### src/rtl/shift_add_mult.sv
// Sequential signed 32x32 multiplier: one multiplier bit per cycle, 32-cycle latency.
// Returns the low 32 product bits plus a signed-overflow flag and a one-cycle ready strobe.
module shift_add_mult (
  input  logic        clock,
  input  logic        reset,
  input  logic        ctrl_MULT,
  input  logic [31:0] data_operandA,
  input  logic [31:0] data_operandB,
  output logic [31:0] data_result,
  output logic        data_exception,
  output logic        data_resultRDY,
  output logic        busy
);

  localparam logic [1:0] ST_IDLE = 2'd0;
  localparam logic [1:0] ST_RUN  = 2'd1;
  localparam logic [1:0] ST_DONE = 2'd2;

  logic [1:0]  state_q,  state_d;
  logic [31:0] a_q,      a_d;
  logic [31:0] b_q,      b_d;
  logic [63:0] acc_q,    acc_d;
  logic [4:0]  cnt_q,    cnt_d;
  logic [31:0] result_q, result_d;
  logic        exc_q,    exc_d;
  logic        rdy_q,    rdy_d;
  logic        busy_q,   busy_d;

  logic [63:0] term_s;
  logic [63:0] acc_step_s;

  // Sign-extended multiplicand weighted by the current multiplier bit position.
  function automatic logic [63:0] partial_term(input logic [31:0] a, input logic [4:0] i);
    partial_term = {{32{a[31]}}, a} << i;
  endfunction

  // The product fits in 32 signed bits only when bits [63:31] are all copies of the sign.
  function automatic logic sign_overflow(input logic [63:0] acc);
    sign_overflow = !((&acc[63:31]) || (~|acc[63:31]));
  endfunction

  // Accumulator step for the bit under the counter; bit 31 carries negative weight.
  always_comb begin
    term_s = partial_term(a_q, cnt_q);
    if (b_q[cnt_q]) begin
      if (cnt_q == 5'd31) begin
        acc_step_s = acc_q - term_s;
      end else begin
        acc_step_s = acc_q + term_s;
      end
    end else begin
      acc_step_s = acc_q;
    end
  end

  // Next-state and datapath control; a start pulse wins in every state, aborting any run.
  always_comb begin
    state_d  = state_q;
    a_d      = a_q;
    b_d      = b_q;
    acc_d    = acc_q;
    cnt_d    = cnt_q;
    result_d = result_q;
    exc_d    = exc_q;
    rdy_d    = 1'b0;
    if (ctrl_MULT) begin
      a_d     = data_operandA;
      b_d     = data_operandB;
      acc_d   = 64'd0;
      cnt_d   = 5'd0;
      state_d = ST_RUN;
    end else begin
      case (state_q)
        ST_IDLE: begin
          state_d = ST_IDLE;
        end
        ST_RUN: begin
          acc_d = acc_step_s;
          if (cnt_q == 5'd31) begin
            result_d = acc_step_s[31:0];
            exc_d    = sign_overflow(acc_step_s);
            rdy_d    = 1'b1;
            state_d  = ST_DONE;
          end else begin
            cnt_d = cnt_q + 5'd1;
          end
        end
        ST_DONE: begin
          state_d = ST_IDLE;
        end
        default: begin
          state_d = ST_IDLE;
        end
      endcase
    end
    busy_d = (state_d == ST_RUN);
  end

  // State registers with synchronous reset.
  always_ff @(posedge clock) begin
    if (reset) begin
      state_q  <= ST_IDLE;
      a_q      <= 32'd0;
      b_q      <= 32'd0;
      acc_q    <= 64'd0;
      cnt_q    <= 5'd0;
      result_q <= 32'd0;
      exc_q    <= 1'b0;
      rdy_q    <= 1'b0;
      busy_q   <= 1'b0;
    end else begin
      state_q  <= state_d;
      a_q      <= a_d;
      b_q      <= b_d;
      acc_q    <= acc_d;
      cnt_q    <= cnt_d;
      result_q <= result_d;
      exc_q    <= exc_d;
      rdy_q    <= rdy_d;
      busy_q   <= busy_d;
    end
  end

  assign data_result    = result_q;
  assign data_exception = exc_q;
  assign data_resultRDY = rdy_q;
  assign busy           = busy_q;

endmodule

### config.mk
export PLATFORM = sky130hd
export DESIGN_NAME = shift_add_mult
export DESIGN_NICKNAME = d
export VERILOG_FILES = /design/src/rtl/shift_add_mult.sv
export SDC_FILE = /design/constraint.sdc
export NUM_CORES = 1
export LEC_CHECK = 0
export CORE_MARGIN = 5
export CORE_UTILIZATION = 42
export DETAILED_ROUTE_END_ITERATION = 16
export GPL_TIMING_DRIVEN = 0
export PLACE_DENSITY = 0.57
export SYNTH_ARGS = -nofsm -noshare
export SYNTH_HDL_FRONTEND = slang
export SYNTH_SLANG_ARGS = --single-unit
### constraint.sdc
create_clock -name clock -period 14.4 [get_ports clock]
set_input_delay 2.88 -clock clock [delete_from_list [all_inputs] [get_ports clock]]
set_output_delay 2.88 -clock clock [all_outputs]
set_load 0.005 [all_outputs]
# Word level (Yosys, flattened, before mapping)
# Cells that the tools add are included.
totals:
  register_bits: 170
  input_bits: 67
  output_inout_bits: 35
  elab_cells: 37
op_classes:
  add_sub_neg: 3
  n_lt_le_gt_ge: 1
  eq_ne: 3
  n_shift: 1
  muxes: 8
  n_bitwise: 3
  reduce_logical: 9
ops:
  columns: ["cell", "n"]
  rows:
  - ["two-way mux 64 bit", 2]
  - ["adder 64 bit", 1]
  - ["<< shifter 64 x 5 -> 64 bit", 1]
  - ["subtractor 64 bit", 1]
  - ["AND reduction 33 bit", 1]
  - ["OR reduction 33 bit", 1]
  - ["less-than comparator 5 x 6 -> 1 bit, second input constant", 1]
  - ["two-way mux 2 bit", 3]
  - ["adder 5 x 1 -> 5 bit, second input constant", 1]
  - ["binary-select mux 1 bit (select 5 bit)", 1]
  - ["== test 5 bit, second input constant", 1]
  - ["== test 2 x 1 -> 1 bit, second input constant", 2]
  - ["inverter 1 bit", 3]
  - ["AND reduction 3 bit", 1]
  - ["OR reduction 3 bit", 1]
  - ["logical NOT 1 bit", 2]
  - ["two-way mux 1 bit", 2]
  - ["AND reduction 2 bit", 1]
  - ["OR reduction 2 bit", 1]
  - ["logical OR 1 bit", 1]

# Longest topological paths before layout
depth:
  depth_word: 8
  depth_mapped: 31
  ltp_nobuf: 26

# Worst setup path before layout
# Ideal clock, no wire load.
synth_path:
  path_kind: "reg-to-reg"
  start: "register cnt_q[1]"
  end: "register exc_q (netlist: data_exception)"
  setup_time_ns: 0.096
  arrival_ns: 6.587
  required_time_ns: 14.304
  setup_slack_ns: 7.718
  stages_incl_launch_ff: 31
  n_path_buf: 6
  synth_period_minus_slack_ns: 6.682
  path_cell_list: "dfxtp_1 -> buf_6 -> buf_12 -> buf_6 -> buf_2 -> buf_2 -> mux4_2 -> mux2_2 -> mux2i_1 -> and4_1 -> nand4_1 -> nor4_1 -> and2_1 -> inv_1 -> nor2_1 -> a21oi_1 -> xor2_1 -> ha_1 -> clkbuf_1 -> a21o_1 -> o21bai_1 -> a31oi_1 -> o21ai_1 -> a221o_1 -> a22o_1 -> a311oi_1 -> nand3b_1 -> nand4_1 -> nor4_2 -> nor4_2 -> o41ai_2"
synth_between:
  elab_chain_len: 8
  elab_cells_between_ends: 14
  classes_between: "add/sub: 2; eq/ne: 1; shift: 1; mux: 4; reduce/logical: 6"
synth_rtl:
  columns: ["element", "line_no", "text"]
  rows:
  - ["start, declared", "23", "logic [4:0] cnt_q, cnt_d;"]
  - ["start signal, assigned", "116", "cnt_q <= cnt_d;"]
  - ["<< shifter 64 x 5 -> 64 bit", "34", "partial_term = {{32{a[31]}}, a} << i;"]
  - ["adder 64 bit / subtractor 64 bit (equally long branches)", "49, 47", null]
  - ["two-way mux 64 bit", "46", "if (cnt_q == 5'd31) begin"]
  - ["two-way mux 64 bit", "45", "if (b_q[cnt_q]) begin"]
  - ["OR reduction 33 bit", "39", "sign_overflow = !((&acc[63:31]) || (~|acc[63:31]));"]
  - ["logical NOT 1 bit", "39", null]
  - ["logical OR 1 bit", "39", null]
  - ["logical NOT 1 bit", "39", null]
  - ["end signal, assigned", "108", "exc_q <= 1'b0;"]
  - ["end signal, assigned", "118", "exc_q <= exc_d;"]
  - ["end, declared", "25", "logic exc_q, exc_d;"]
# Several ways; a longest one is shown, not always the timed one. The select of a mux whose other input is x is not followed.
# A chain may end at the register's enable or synchronous reset.

# Worst setup path after layout
layout_path:
  start: "register cnt_q[2]"
  end: "register exc_q (netlist: data_exception)"
# Same word-level chain as after synthesis.

==> metrics.txt <==
flops & latches, synth=170; Initial DRC Count=2,093; Critical Path RT=between 10 and 15 ns; area grow syn2layout=13.4%; async set-reset flop share out of synthesis=0%; clock tree sinks=170; die area=0.0440 mm^2; worst hold path type=reg2reg; Slew HR=under 10%; grt ovf=0; critical path class=reg2reg; Routed Antenna Nets=0; Via Count=around 18,000; clock skew=approximately 0.016 ns; Post-Syn Instances=2,192; pwr dens=75.5 mW/mm^2; root buf cell=clkbuf_16; CTS H-Tree Depth=4; Leak Pwr=about 6.8 nW; worst r2r src=cnt_q[2]$_SDFFE_PP0P_; peak supply drop=0.0849 mV; Unique masters post-synth=91; Synth top area share=around 20%; TritonCTS clock tree=built; vias in the first global route=between 15,000 and 20,000; Ports=approximately 100; WL/cell=26.4 um; clock-pin slew on the worst setup and hold paths=0.07 ns; CP endpoint kind=flop; power share of the sequential group=a little over a third; PnR worst setup slack=3.74 ns; Post-CTS Setup Bufs=0; initial antenna violation count=0; top_reg_cell synth=dfxtp_1; Max FO, Critical Path=10; DRT Wirelength=75.2 mm; global-route wire length before repair=111 mm; Die Wd=about 210 um; # resized after CTS=0; period utilisation layout=74.0%; nets@finish=about 2,400; core area=0.0396 mm^2; Tot Pwr=1.43 mW; min cycle time layout=roughly 11 ns; sequential-to-total area share from yosys stat=20.3%; outcome=finished clean; DPL Wire Length=60.6 mm; Worst Hold Path Cells=2; TritonCTS buffer count=17; R2R depth=27; I/O Buffers=100; antenna diode count=0; RSZ-0062 raised after global routing=false; worst-case clock buffer depth=2; Net Count, Synth=2,326; worst reg2reg setup slack=3.74 ns; Hold Fails Final Rpt=0; Switching Fraction=~38%; Yosys warnings=0; RD Place Congestion=just over 1; Switch Pwr=0.542 mW; post-DR vias/cell=between 6 and 7; Post-synth EDFFs=0; Post-CTS Hold Buffers=0; Tot GR Track Use=33.1%; Slew Viols, Final=0; post-route cell area=0.0190 mm^2; RR Endpoint=data_exception$_SDFFE_PP0P_; Top Usage Layer GRT=met2; worst setup path end=data_exception$_SDFFE_PP0P_; met2 usage=52.7%; met3 Usage GRT=under 10%; ranking of synthesized cells by area=dfxtp_1 20%, nor2_1 6.9%, mux4_2 6.9%; Pint=0.893 mW; worst slew pin tran=1.41 ns; dpl ws=3.99 ns; Total Negative Setup Slacks=0 ns; multi-input logic area=approximately 0.012 mm^2; Seq. cell area=0.00340 mm^2; Filler cells=~4,000; Placed Area=~0.018 mm^2; First-pass DRT Iterations=6; Initial Util=42.3%; # DRC=0; crit path DAT=10.98 ns; Die Ht=210 um; largest area contributor in the netlist=dfxtp_1; largest net degree at the start of global routing=18; met1 usage=between 40% and 50%; worst-skew pair later-pin latency=0.50 ns; # rows=73; max_cap viols=0; endpoints failing setup=0; Clock Power Share=about a third; combinational power share=31.3%; share of cells above drive strength 1=under 10%; Fmax=93.9 MHz; CP Launch Type=flop; CP startpoint=cnt_q[2]$_SDFFE_PP0P_; mapped cell area=0.0168 mm^2; Syn Area/Cell=7.64 um^2
## cell type report
class / instances / share of cell area, %
multi-input combinational: 1821 / 65.8
sequential: 170 / 17.9
timing repair buffer: 100 / 5.27
buffer: 167 / 3.85
tap: 525 / 3.46
clock buffer: 17 / 2.24
clock inverter: 15 / 0.830
inverter: 34 / 0.672
## through the flow
stage / utilization (%) / instances / hold WS [ns]
floorplan: - / 2192 / 0.448
global placement: 46.4 / 2817 / 0.442
detailed placement: 46.5 / 2817 / 0.449
CTS: 47.9 / 2849 / 0.459
global route: 47.9 / 2849 / 0.490
finish: 47.9 / 2849 / 0.459
## cells in the mapped netlist, drive strengths merged, types with 47 or more instances
cell type and count:
xor2 53, nor2 308, a21oi 172, mux2i 104, dfxtp 170, mux4 51
nand2 207, o21ai 119, a211oi 88, mux2 47, buf 53, clkbuf 114
ha 66
## cells by family (layout without fill, tap and decap cells)
group	Yosys count	in the layout	synth area share (%)
xor gates and xnor gates	99	99	5.18
DFF	170	170	20.3
AOI/OAI and AO/OA	643	643	25.3
and+or+nand+nor	810	810	22.8
muxes	202	202	16.2
adders and majority gates	67	67	5.05
buffers and inverters	201	333	5.13
## layout by cell type, fill, tap and decap left out, types with 26 or more instances in the layout
| cell type | count |
|---|---|
| xor2_1 | 53 |
| nand4_1 | 45 |
| a31oi_1 | 36 |
| mux2i_1 | 104 |
| nor2_1 | 307 |
| o21ai_0 | 118 |
| clkbuf_1 | 114 |
| and2_1 | 28 |
| dfxtp_1 | 170 |
| a211oi_1 | 88 |
| inv_1 | 31 |
| mux4_2 | 51 |
| mux2_2 | 47 |
| a21oi_1 | 172 |
| nand3_1 | 33 |
| xnor2_1 | 46 |
| nor3_1 | 41 |
| ha_1 | 66 |
| nand2_1 | 207 |
| clkdlybuf4s50_1 | 100 |
| nand2b_1 | 27 |
| buf_2 | 26 |
## metal layers
layer / vias up / share of wire [%]
li1: 8390 / -
met1: 8789 / 42
met2: 890 / 45
met3: 183 / 7.1
met4: 0 / 5.7
met5: - / 0
## power by group through the flow
stage	registers [mW]	logic [mW]	clock network (mW)
final	0.507	0.449	0.478
after global routing	0.509	0.481	0.506
after CTS	0.506	0.438	0.490
after detailed placement	0.517	0.436	0
after global placement	0.516	0.434	0
after floorplan	0.509	0.294	0
## how the worst min path moves through the flow
stage / start / end / slack (ns)
5_1_grt: data_result[0]$_SDFFE_PP0P_ / data_result[0]$_SDFFE_PP0P_ / 0.49
2_1_floorplan: data_result[0]$_SDFFE_PP0P_ / data_result[0]$_SDFFE_PP0P_ / 0.45
3_3_place_gp: data_result[0]$_SDFFE_PP0P_ / data_result[0]$_SDFFE_PP0P_ / 0.44
6_report: data_result[0]$_SDFFE_PP0P_ / data_result[0]$_SDFFE_PP0P_ / 0.46
4_1_cts: data_result[7]$_SDFFE_PP0P_ / data_result[7]$_SDFFE_PP0P_ / 0.46
3_5_place_dp: data_result[7]$_SDFFE_PP0P_ / data_result[7]$_SDFFE_PP0P_ / 0.45
## worst max-delay path, cell delays in order, from the launching register on
cell	delay (ns)
dfxtp_1	0.42
buf_6	0.21
buf_2	0.32
buf_2	0.35
buf_2	0.36
buf_2	0.36
buf_1	0.60
and3_1	0.27
ha_1	0.19
clkbuf_1	0.47
clkbuf_1	0.47
clkbuf_1	0.51
buf_1	0.58
a21oi_1	0.13
xnor2_1	0.47
ha_1	0.32
nand2_1	0.14
nor4_1	0.52
nand4_1	0.25
nand4_1	0.38
a31oi_1	0.24
o41ai_1	1.16
a31oi_1	0.18
o221a_2	0.37
nand2b_1	0.16
or4_1	0.54
nor4_2	0.34
o41ai_2	0.12
## registers in the layout, indices dropped and copies added, names as in the netlist
name            count
b_q                32
busy                1
data_resultRDY      1
cnt_q               5
state_q             2
data_exception      1
a_q                32
acc_q              64
data_result        32
Note: power is estimated with default switching activity, not from simulation.
